**src/rtl/sparse_pkg.sv**
```systemverilog
// Shared types and helpers for the sparse serializer/decoder pair.
// SPARSE_DEC_PARITY_EN appends an even-parity bit to every frame.
package sparse_pkg;

  typedef enum logic {
    RX_IDLE  = 1'b0,
    RX_SHIFT = 1'b1
  } rx_state_t;

`ifdef SPARSE_DEC_PARITY_EN
  localparam bit PARITY_EN = 1'b1;
`else
  localparam bit PARITY_EN = 1'b0;
`endif

  function automatic int addr_w(input int size);
    return (size > 1) ? $clog2(size) : 1;
  endfunction

  // Serial frame length on the wire, including the optional parity bit.
  function automatic int frame_len(input int size);
    return PARITY_EN ? size + 1 : size;
  endfunction

endpackage

```
**src/rtl/sparse_prio_enc.sv**
```systemverilog
// Combinational lowest-set-bit encoder; index is 0 when no bit is set.
module sparse_prio_enc
  import sparse_pkg::*;
#(
  parameter int SIZE = 8,
  localparam int AW = addr_w(SIZE)
) (
  input  logic [SIZE-1:0] req,
  output logic [AW-1:0]   index,
  output logic            any
);

  always_comb begin
    index = '0;
    for (int i = SIZE - 1; i >= 0; i--) begin
      if (req[i]) index = AW'(i);
    end
  end

  assign any = |req;

endmodule

```
**src/rtl/sparse_bitstream_decoder.sv**
```systemverilog
// Serial sparse frame receiver that replays active addresses lowest-first.
// SPARSE_DEC_PARITY_EN adds a trailing even-parity bit and the parity_err port.
module sparse_bitstream_decoder
  import sparse_pkg::*;
#(
  parameter int SIZE = 8,
  parameter int AW   = addr_w(SIZE)
) (
  input  logic          clk,
  input  logic          reset,
  input  logic          enable,
  input  logic          frame_start,
  input  logic          bitstream_in,
  output logic [AW-1:0] addr_out,
  output logic          addr_valid,
  input  logic          addr_ready,
  output logic          done,
  output logic          overflow,
  output logic          busy
`ifdef SPARSE_DEC_PARITY_EN
  ,
  output logic          parity_err
`endif
);

  localparam int FL = frame_len(SIZE);
  localparam int CW = $clog2(FL);
  localparam logic [CW-1:0] LAST_CNT = CW'(FL - 1);

  rx_state_t       rx_state_reg;
  logic [CW-1:0]   bit_cnt_reg;
  logic [FL-2:0]   shift_reg;
  logic [SIZE-1:0] pending_reg;
  logic            done_reg;
  logic            overflow_reg;

  logic [FL-1:0]   frame_word;
  logic [SIZE-1:0] frame_data;
  logic [SIZE-1:0] pending_clr;
  logic [AW-1:0]   lowest;
  logic            any;
  logic            frame_done, parity_ok, frame_ok;
  logic            hs, final_hs, load;

  sparse_prio_enc #(.SIZE(SIZE)) u_enc (
    .req  (pending_reg),
    .index(lowest),
    .any  (any)
  );

  // Bits enter at the top and walk down, so bit 0 lands at index 0 on the
  // last bit; stale bits from an aborted frame are flushed out the bottom.
  assign frame_word = {bitstream_in, shift_reg};
  assign frame_data = frame_word[SIZE-1:0];

`ifdef SPARSE_DEC_PARITY_EN
  assign parity_ok = ~^frame_word;
`else
  assign parity_ok = 1'b1;
`endif

  assign frame_done = enable & (rx_state_reg == RX_SHIFT) & ~frame_start
                    & (bit_cnt_reg == LAST_CNT);
  assign frame_ok   = frame_done & parity_ok;

  assign addr_valid  = any & enable;
  assign hs          = addr_valid & addr_ready;
  assign pending_clr = pending_reg & ~(SIZE'(1) << lowest);
  assign final_hs    = hs & ~|pending_clr;
  assign load        = frame_ok & (~any | final_hs);

  always_ff @(posedge clk or posedge reset) begin
    if (reset) begin
      rx_state_reg <= RX_IDLE;
      bit_cnt_reg  <= '0;
      shift_reg    <= '0;
      pending_reg  <= '0;
      done_reg     <= 1'b0;
      overflow_reg <= 1'b0;
`ifdef SPARSE_DEC_PARITY_EN
      parity_err   <= 1'b0;
`endif
    end else begin
      overflow_reg <= frame_ok & ~load;
`ifdef SPARSE_DEC_PARITY_EN
      parity_err   <= frame_done & ~parity_ok;
`endif
      if (enable) begin
        shift_reg <= frame_word[FL-1:1];
        case (rx_state_reg)
          RX_IDLE: begin
            if (frame_start) begin
              rx_state_reg <= RX_SHIFT;
              bit_cnt_reg  <= CW'(1);
            end
          end
          RX_SHIFT: begin
            if (frame_start) begin
              bit_cnt_reg <= CW'(1);
            end else if (bit_cnt_reg == LAST_CNT) begin
              rx_state_reg <= RX_IDLE;
              bit_cnt_reg  <= '0;
            end else begin
              bit_cnt_reg <= bit_cnt_reg + CW'(1);
            end
          end
          default: rx_state_reg <= RX_IDLE;
        endcase

        if (load) pending_reg <= frame_data;
        else if (hs) pending_reg <= pending_clr;

        done_reg <= final_hs | (load & ~|frame_data);
      end
    end
  end

  assign addr_out = lowest;
  assign done     = done_reg & enable;
  assign overflow = overflow_reg;
  assign busy     = (rx_state_reg == RX_SHIFT) | any | done_reg;

endmodule

```
**config.mk**
```make
export PLATFORM = sky130hd
export DESIGN_NAME = sparse_bitstream_decoder
export DESIGN_NICKNAME = d
export VERILOG_FILES = /design/src/rtl/sparse_pkg.sv /design/src/rtl/sparse_prio_enc.sv /design/src/rtl/sparse_bitstream_decoder.sv
export SDC_FILE = /design/constraint.sdc
export NUM_CORES = 1
export LEC_CHECK = 0
export ABC_AREA = 1
export BUFFER_PORTS_ARGS = -buffer_cell sky130_fd_sc_hd__buf_2
export CAP_MARGIN = 10
export CELL_PAD_IN_SITES_DETAIL_PLACEMENT = 1
export CELL_PAD_IN_SITES_GLOBAL_PLACEMENT = 1
export CORE_ASPECT_RATIO = 0.6
export CORE_UTILIZATION = 41
export DETAILED_ROUTE_END_ITERATION = 8
export GPL_TIMING_DRIVEN = 1
export PLACE_DENSITY_LB_ADDON = 0.3
export SLEW_MARGIN = 20
export SYNTH_ARGS = -nofsm -noshare
export SYNTH_HDL_FRONTEND = slang
export SYNTH_SLANG_ARGS = --single-unit
```
**constraint.sdc**
```tcl
create_clock -name clk -period 2 [get_ports clk]
set_input_delay 0.2 -clock clk [delete_from_list [all_inputs] [get_ports clk]]
set_output_delay 0.2 -clock clk [all_outputs]
set_load 0.05 [all_outputs]
```
==> impl_metrics.tcl, run 1 <==
set metrics [dict create \
    boundaryPins 13 \
    drt_iter0_markers 78 \
    synth-seq-cells 21 \
    clkTransAtPathRegs_ns 0.08 \
    cp.arrival_ns 2.10 \
    grt_pass1_wl_um 5530 \
    synthCells 170 \
    synth-edff-count 0 \
    timing.fmax_ghz 0.526 \
    fin_skew_ns 0.00560 \
    pre_cts_ws_ns 0.0614 \
    period_share_pct 95.1 \
    power.density_nw_per_um2 576 \
    core_um2 2870 \
    drv_cap 0 \
    via_per_inst 5.16 \
    yosysTopAreaCell "dfrtp_1" \
    tns_ns 0 \
    die_w_um 73.0 \
    die_h_um 44.6 \
    grt_pass1_vias 1113 \
    final_util_pct 54.6 \
    finalSetupViolations 0 \
    critical_path_class "reg2reg" \
    final_cells 239 \
    ys.flop_type "dfrtp_1" \
    hp-class "in2async" \
    antenna_found_initial 0 \
    worst_pin_slew_ns 0.787 \
    path_cells "nor2_4, buf_4, nand4_1, inv_1, nand2_1, nand2_2, nand3_1, nor2_4, nand2_4, nand2_8, nand2_8, nand2_8, nand2_1, nand2_1" \
    clk_latency_ns 0.27 \
    synth_nets 178 \
    synth_area_um2 1240 \
    ys_seq_area_share_pct 42.4 \
    drive_gt1_share_pct 30.5 \
    slowest_delay_ns 0.44 \
    start_util_pct 43.1 \
    grt-ovfl-total 0 \
    dp_hpwl_um 2700 \
    synthTopCellsByArea "dfrtp_1, nand2_1, nand3_1" \
    first_pass_iters 4 \
    track_usage_pct 23.5 \
    synth_top_area_share_pct 42.4 \
    cts.sinks 21 \
    vias 1233 \
    syn2layout_area_growth_pct 26.6 \
    final.setup.worst_slack_ns 0.0977 \
    status "finished clean" \
    grt_max_degree 22 \
    cts_made_buffers 3 \
    synthTopCellsByCount "nand2_1, inv_1, nand3_1" \
    ir_drop_mv 0.336 \
    rows 15 \
    ant_nets 0 \
    cts_tree "yes" \
    portBuffers 12 \
    slowest_stage "dfrtp_1" \
    period_minus_slack_ns 1.90 \
    worstPathRequired_ns 2.20 \
    wl_per_cell_um 15.7 \
    p_total_uw 902 \
    syn_avg_cell_area_um2 7.29 \
    leakage_nw 0.822 \
    dieArea_um2 3250 \
    crit_path_end_kind "register" \
    crit_fanout 7 \
    gp_congestion 0.850 \
    finalHoldViolations 0 \
    slew_headroom_pct 47.5 \
    cts_max_path_buffers 2 \
    cts_hold_buf 0 \
    drcViolationCount 0 \
    drt-total-wl_um 3740 \
    maxSlewViolCount 0 \
    ys_warn_count 0 \
    fin_nets 206 \
    synthDistinctLibCells 19 \
    dp.cells 225 \
    synth_most_common_cell "nand2_1" \
    largest_reg_flops 8 \
    antenna_cells 0 \
    async_flop_share_pct 100 \
    htreeDepth 1 \
    worstSetupStartpointType "register" \
    clockRootBuffer "clkbuf_8" \
]
==> worst max-delay path: cells and delay by family (launching register included) <==
family | cells | cell delay, ns
flops | 1 | 0.44
buf+inv | 2 | 0.21
simple gates | 12 | 1.19
==> per-layer routing <==
metal  share of wire [%]  vias to the layer above  track usage, %
met2                  42                       23            33.1
li1                    -                      598               -
met5                   0                        -               0
met3                 4.7                        2            4.78
met1                  53                      610            36.4
met4                0.51                        0            5.88
==> metrics by stage <==
stage / hold WS [ns] / instance area, um2
after floorplan: 0.177 / 1240
after global placement: 0.382 / 1360
after detailed placement: 0.390 / 1360
after CTS: 0.0958 / 1410
after global routing: 0.139 / 1570
final: 0.0652 / 1570
==> final timing paths <==
| check | start | to | slack, ns | cells past startpoint |
|---|---|---|---|---|
| worst max register to register | pending_reg[0]$_DFFE_PP0P_ | pending_reg[4]$_DFFE_PP0P_ | 0.1 | 14 |
| min in group clk | bitstream_in | shift_reg[6]$_DFFE_PP0P_ | 0.20 | 3 |
| max in group asynchronous | reset | pending_reg[3]$_DFFE_PP0P_ | 1.39 | 2 |
| worst max-delay path | pending_reg[0]$_DFFE_PP0P_ | pending_reg[4]$_DFFE_PP0P_ | 0.1 | 14 |
| worst min-delay path | reset | bit_cnt_reg[0]$_DFFE_PP0P_ | 0.07 | 2 |
| worst min register to register | done_reg$_DFFE_PP0P_ | done_reg$_DFFE_PP0P_ | 0.55 | 2 |
==> layout by cell type (no fill, tap or decap) <==
master and instances:
nand2_1 50, inv_1 23, nand3_1 23, dfrtp_1 17, buf_2 12, buf_4 10, nand2_2 9, o21ai_0 8
inv_2 5, nand4_1 5, nor2_4 4, nand2_4 4, dfrtp_2 4, nor2_2 3, nor2_1 3, nand2_8 3
clkbuf_8 3, o21ai_1 2, nor4_1 2, ha_1 2, nand3_2 1, nand3_4 1, nor3_1 1, o211ai_1 1
clkinv_2 1
==> logic make-up after synthesis <==
group	after synthesis	synth area share (%)
AOI/OAI and AO/OA	11	4.65
adders and majority gates	2	2.02
buffers and inverters	29	8.79
DFF	21	42.4
and+or+nand+nor	107	42.1
==> timing repair <==
item / in CTS / in global routing
buffers inserted: 0 / 8
endpoints found under the setup margin: 0 / 9
resized for setup: 0 / 24
==> where the power goes <==
group / leakage, nW / switching (mW) / internal, mW
Sequential: 0.269 / 0.0294 / 0.455
Combinational: 0.528 / 0.0867 / 0.0423
Clock: 0.0255 / 0.150 / 0.139
==> layout make-up <==
| type | count | area, um2 |
|---|---|---|
| fillers | 382 | 1300 |
| multi-input cells | 122 | 698 |
| flip-flops and latches | 21 | 531 |
| repair buffers | 22 | 135 |
| inverters | 28 | 105 |
| well taps | 42 | 52.6 |
| clock buffers | 3 | 41.3 |
| clock inverters | 1 | 5.00 |
Note: power is estimated with default switching activity, not from simulation.
==> inputs of run 2 (changes only) <==
--- a/config.mk
+++ b/config.mk
@@ -11,9 +11,8 @@
 export CELL_PAD_IN_SITES_DETAIL_PLACEMENT = 1
 export CELL_PAD_IN_SITES_GLOBAL_PLACEMENT = 1
 export CORE_ASPECT_RATIO = 0.6
-export CORE_UTILIZATION = 41
+export CORE_UTILIZATION = 42
 export DETAILED_ROUTE_END_ITERATION = 8
-export GPL_TIMING_DRIVEN = 1
 export PLACE_DENSITY_LB_ADDON = 0.3
 export SLEW_MARGIN = 20
 export SYNTH_ARGS = -nofsm -noshare
==> constraint.sdc (replaced) <==
create_clock -name clk -period 2.4 [get_ports clk]
set_input_delay 0.24 -clock clk [delete_from_list [all_inputs] [get_ports clk]]
set_output_delay 0.24 -clock clk [all_outputs]
set_load 0.05 [all_outputs]
==> run 2 against run 1 <==
Compared with the run above: routed wire length is 4.9% lower; sequential cell count stayed put; sequential power is 17% lower; worst setup slack better by 0.21 ns; critical path type unchanged; core utilization is 1.9 points lower; global-route usage is 1.5 points higher; maximum frequency is 8.9% lower; final cell count is 5.9% lower; count of clock-buffer cells in the layout stayed put; largest power group unchanged; highest routed layer unchanged; clock skew is 0.0034 ns lower.
==> impl_metrics.tcl, run 2 (synthesis results as in run 1) <==
set metrics [dict create \
    htreeDepth 1 \
    fin_skew_ns 0.00223 \
    drt-total-wl_um 3560 \
    drv_cap 0 \
    cts_resized 0 \
    drcViolationCount 0 \
    crit_path_end_kind "register" \
    drive_gt1_share_pct 17.3 \
    final_util_pct 52.7 \
    die_w_um 72.1 \
    period_minus_slack_ns 2.09 \
    tns_ns 0 \
    cts.sinks 21 \
    first_pass_iters 4 \
    largest_reg_flops 8 \
    clk_latency_ns 0.26 \
    leakage_nw 0.761 \
    finalHoldViolations 0 \
    rows 14 \
    grt_pass1_vias 1176 \
    final_common_cell "nand2_1" \
    maxSlewViolCount 0 \
    dr_wl_met2_um 1480 \
    worstSetupStartpointType "register" \
    cts_setup_buffers 0 \
    period_share_pct 87.0 \
    critical_path_class "reg2reg" \
    hp-class "in2async" \
    power.density_nw_per_um2 529 \
    worst_pin_slew_ns 0.826 \
    worstPathRequired_ns 2.60 \
    vias 1164 \
    gp_congestion 0.980 \
    cts_made_buffers 3 \
    cts_max_path_buffers 2 \
    boundaryPins 13 \
    track_usage_pct 25.0 \
    finalSetupViolations 0 \
    via_per_inst 5.17 \
    grt_max_degree 22 \
    cts_hold_buf 0 \
    antenna_cells 0 \
    grt-ovfl-total 0 \
    cts_tree "yes" \
    clkTransAtPathRegs_ns 0.08 \
    top_layer "met4" \
    wl_per_cell_um 15.8 \
    start_util_pct 46.8 \
    dp.cells 221 \
    ant_nets 0 \
    cp.arrival_ns 2.29 \
    layout_common_cells "nand2_1, inv_1, nand3_1, dfrtp_1, buf_2" \
    dp_hpwl_um 2790 \
    portBuffers 12 \
    final_cells 225 \
    rsz0062_at_grt "no" \
    clockRootBuffer "clkbuf_8" \
    wl_met3_um 271 \
    slew_headroom_pct 44.9 \
    core_um2 2650 \
    drt_iter0_markers 108 \
    antenna_found_initial 0 \
    die_h_um 44.1 \
    ir_drop_mv 0.266 \
    fin_nets 194 \
    status "finished clean" \
    timing.fmax_ghz 0.479 \
    crit_fanout 10 \
    syn2layout_area_growth_pct 12.5 \
    dieArea_um2 3180 \
    grt_pass1_wl_um 5820 \
    wl_met1_um 1790 \
]
-- run 2: path summary, 6_finish.rpt --
| kind | startpoint | endpoint | slack [ns] | depth (start not counted) |
|---|---|---|---|---|
| max | pending_reg[0]$_DFFE_PP0P_ | pending_reg[1]$_DFFE_PP0P_ | 0.31 | 13 |
| min | reset | shift_reg[5]$_DFFE_PP0P_ | 0.13 | 2 |
| max in group asynchronous | reset | pending_reg[5]$_DFFE_PP0P_ | 1.76 | 2 |
| min reg2reg | bit_cnt_reg[1]$_DFFE_PP0P_ | bit_cnt_reg[1]$_DFFE_PP0P_ | 0.54 | 2 |
| min in group clk | bitstream_in | shift_reg[6]$_DFFE_PP0P_ | 0.24 | 3 |
| max reg2reg | pending_reg[0]$_DFFE_PP0P_ | pending_reg[1]$_DFFE_PP0P_ | 0.31 | 13 |
-- run 2: stage by stage --
stage               hold WS [ns]  setup slack, ns  power, mW  area (um2)
global placement           0.414            0.527      0.493        1350
CTS                        0.144            0.348      0.744        1390
floorplan                  0.217            0.433      0.469        1240
global route               0.189            0.166      0.774        1390
finish                     0.126            0.311      0.737        1390
detailed placement         0.440            0.427      0.503        1350
-- run 2: cell type report --
| type | count | area [um2] |
|---|---|---|
| Inverter | 28 | 105 |
| Timing Repair Buffer | 12 | 60.1 |
| Fill cell | 352 | 1250 |
| Sequential cell | 21 | 526 |
| Multi-Input combinational cell | 120 | 604 |
| Clock buffer | 3 | 41.3 |
| Clock inverter | 1 | 7.51 |
| Tap cell | 40 | 50.0 |
-- run 2: critical path: stages, from the launching register on --
cell and delay [ns]:
dfrtp_1 0.48, nor2_4 0.20, nand3_1 0.14, nand2_1 0.15
nand4_1 0.11, nand2_1 0.11, nand2_1 0.07, nor2_2 0.10
nand2_2 0.09, nand2_4 0.13, nand2_4 0.13, nand2_4 0.13
nand2_1 0.10, nand2_1 0.09
-- run 2: power by group --
group,internal [mW],switching (mW),total (mW)
clock,0.117,0.124,0.241
sequential,0.379,0.0240,0.403
combinational,0.0286,0.0643,0.0929
-- run 2: layer usage --
metal  up-vias  track usage, %
li1        570               -
met4         0            1.18
met3         2            6.15
met1       552            37.2
met5         -               0
met2        40            39.3
==> inputs of run 3 (changes only) <==
--- a/config.mk
+++ b/config.mk
@@ -7,8 +7,7 @@
 export LEC_CHECK = 0
 export ABC_AREA = 1
 export BUFFER_PORTS_ARGS = -buffer_cell sky130_fd_sc_hd__buf_2
-export CAP_MARGIN = 10
-export CELL_PAD_IN_SITES_DETAIL_PLACEMENT = 1
+export CELL_PAD_IN_SITES_DETAIL_PLACEMENT = 0
 export CELL_PAD_IN_SITES_GLOBAL_PLACEMENT = 1
 export CORE_ASPECT_RATIO = 0.6
 export CORE_UTILIZATION = 42
==> run 3 against run 2 <==
Compared with the run above: non-clock buffer count unchanged; register-to-register slack better by 0.16 ns; via count down 3.6%; sequential power about the same; clock skew up 0.0021 ns; clock power down 2%; design area unchanged; worst hold slack worse by 0.012 ns; final cell count unchanged; critical path depth unchanged; sequential share of layout area unchanged; critical path type unchanged; largest power group unchanged.
==> impl_metrics.tcl, run 3 (synthesis results as in run 1) <==
set metrics [dict create \
    status "finished clean" \
    period_share_pct 80.4 \
    dp.cells 221 \
    drt_iter0_markers 104 \
    boundaryPins 13 \
    crit_fanout 10 \
    clkPwrFrac_pct 32.5 \
    cts_resized 0 \
    syn2layout_area_growth_pct 12.5 \
    power.switching_uw 203 \
    grt_pass1_vias 1055 \
    start_util_pct 46.8 \
    grt-ovfl-total 0 \
    swShare_pct 27.8 \
    worstSetupStartpointType "register" \
    pre_cts_ws_ns 0.515 \
    hp-class "in2async" \
    grt_pass1_wl_um 4990 \
    drv_cap 0 \
    vias 1122 \
    drcViolationCount 0 \
    drive_gt1_share_pct 17.3 \
    fin_nets 194 \
    grt_max_degree 22 \
    gp_congestion 0.980 \
    wl_per_cell_um 12.8 \
    dieArea_um2 3180 \
    ant_nets 0 \
    r2r_cells 13 \
    nFillCells 261 \
    p_total_uw 727 \
    final_cells 225 \
    worst_pin_slew_ns 0.787 \
    track_usage_pct 21.0 \
    cts_tree "yes" \
    r2r-end "pending_reg[5]$_DFFE_PP0P_" \
    wl_met1_um 1670 \
    cts_hold_buf 0 \
    critical_path.endpoint "pending_reg[5]$_DFFE_PP0P_" \
    comb_power_share_pct 12.2 \
    first_pass_iters 4 \
    clk_latency_ns 0.26 \
    via_per_inst 4.99 \
    slew_headroom_pct 47.5 \
    top_layer "met4" \
    layout_common_cells "nand2_1, inv_1, nand3_1, dfrtp_1, buf_2" \
    tns_ns 0 \
    cts_made_buffers 3 \
    cp.arrival_ns 2.13 \
    largest_reg_flops 8 \
    leakage_nw 0.761 \
    cts_setup_buffers 0 \
    timing.fmax_ghz 0.518 \
    rsz0062_at_grt "no" \
    pwr-share-seq_pct 55.3 \
    rows 14 \
    drt-total-wl_um 2880 \
    crit_start "pending_reg[0]$_DFFE_PP0P_" \
    htreeDepth 1 \
    antenna_found_initial 0 \
    worstPathRequired_ns 2.60 \
    period_minus_slack_ns 1.93 \
    power.density_nw_per_um2 522 \
    intPower_uw 525 \
    ir_drop_mv 0.329 \
    antenna_cells 0 \
    cts.sinks 21 \
    dp_hpwl_um 2330 \
    cts_max_path_buffers 2 \
    finalSetupViolations 0 \
    die_h_um 44.1 \
    crit_path_end_kind "register" \
    maxSlewViolCount 0 \
    core_um2 2650 \
    die_w_um 72.1 \
    portBuffers 12 \
    critical_path_class "reg2reg" \
    finalHoldViolations 0 \
    rr_startpoint "pending_reg[0]$_DFFE_PP0P_" \
    fin_skew_ns 0.00435 \
    clkTransAtPathRegs_ns 0.08 \
    dr_wl_met2_um 1080 \
    clockRootBuffer "clkbuf_8" \
    final_common_cell "nand2_1" \
    wl_met3_um 127 \
    reg2reg_slack_ns 0.47 \
    final.setup.worst_slack_ns 0.470 \
]
run 3: cell counts in the layout (fill, tap and decap cells not counted):
Identical to the previous run, type by type.
run 3: worst min path at each step:
stage | to | slack (ns) | cells past startpoint
finish | shift_reg[5]$_DFFE_PP0P_ | 0.11 | 2
global route | shift_reg[6]$_DFFE_PP0P_ | 0.18 | 2
CTS | shift_reg[6]$_DFFE_PP0P_ | 0.13 | 2
detailed placement | shift_reg[6]$_DFFE_PP0P_ | 0.42 | 2
global placement | shift_reg[5]$_DFFE_PP0P_ | 0.41 | 2
floorplan | bit_cnt_reg[0]$_DFFE_PP0P_ | 0.22 | 1
run 3: power by group through the flow:
stage | sequential [mW] | combinational [mW] | clock, mW
after CTS | 0.402 | 0.0900 | 0.241
after global placement | 0.407 | 0.0858 | 0
after detailed placement | 0.409 | 0.0895 | 0
after floorplan | 0.401 | 0.0676 | 0
final | 0.402 | 0.0891 | 0.236
after global routing | 0.406 | 0.105 | 0.258
run 3: metrics by stage:
| step | hold slack (ns) | util (%) | area, um2 |
|---|---|---|---|
| final | 0.115 | 52.7 | 1390 |
| after global placement | 0.414 | 50.9 | 1350 |
| after floorplan | 0.217 | - | 1240 |
| after CTS | 0.134 | 52.7 | 1390 |
| after global routing | 0.185 | 52.7 | 1390 |
| after detailed placement | 0.421 | 50.9 | 1350 |
run 3: layer usage:
| metal | up-vias | track usage (%) |
|---|---|---|
| li1 | 572 | - |
| met1 | 525 | 32.8 |
| met2 | 23 | 30.3 |
| met3 | 2 | 5.24 |
| met4 | 0 | 2.35 |
| met5 | - | 0 |
run 3: cell type report:
cell class / instances / area (um2) / area share [%]
repair buffers: 12 / 60.1 / 4.31
clock inverters: 1 / 7.51 / 0.539
inverters: 28 / 105 / 7.54
multi-input cells: 120 / 604 / 43.4
clock buffers: 3 / 41.3 / 2.96
well taps: 40 / 50.0 / 3.59
flip-flops and latches: 21 / 526 / 37.7
run 3: worst max-delay path: stages, from the launching register on:
cell and delay [ns]:
dfrtp_1 0.47, nor2_4 0.19, nand3_1 0.13, nand2_1 0.14, nand4_1 0.11, nand2_1 0.09
nand2_1 0.07, nor2_2 0.10, nand2_2 0.08, nand2_4 0.12, nand2_4 0.12, nand2_4 0.12
nand2_1 0.08, nand2_1 0.06
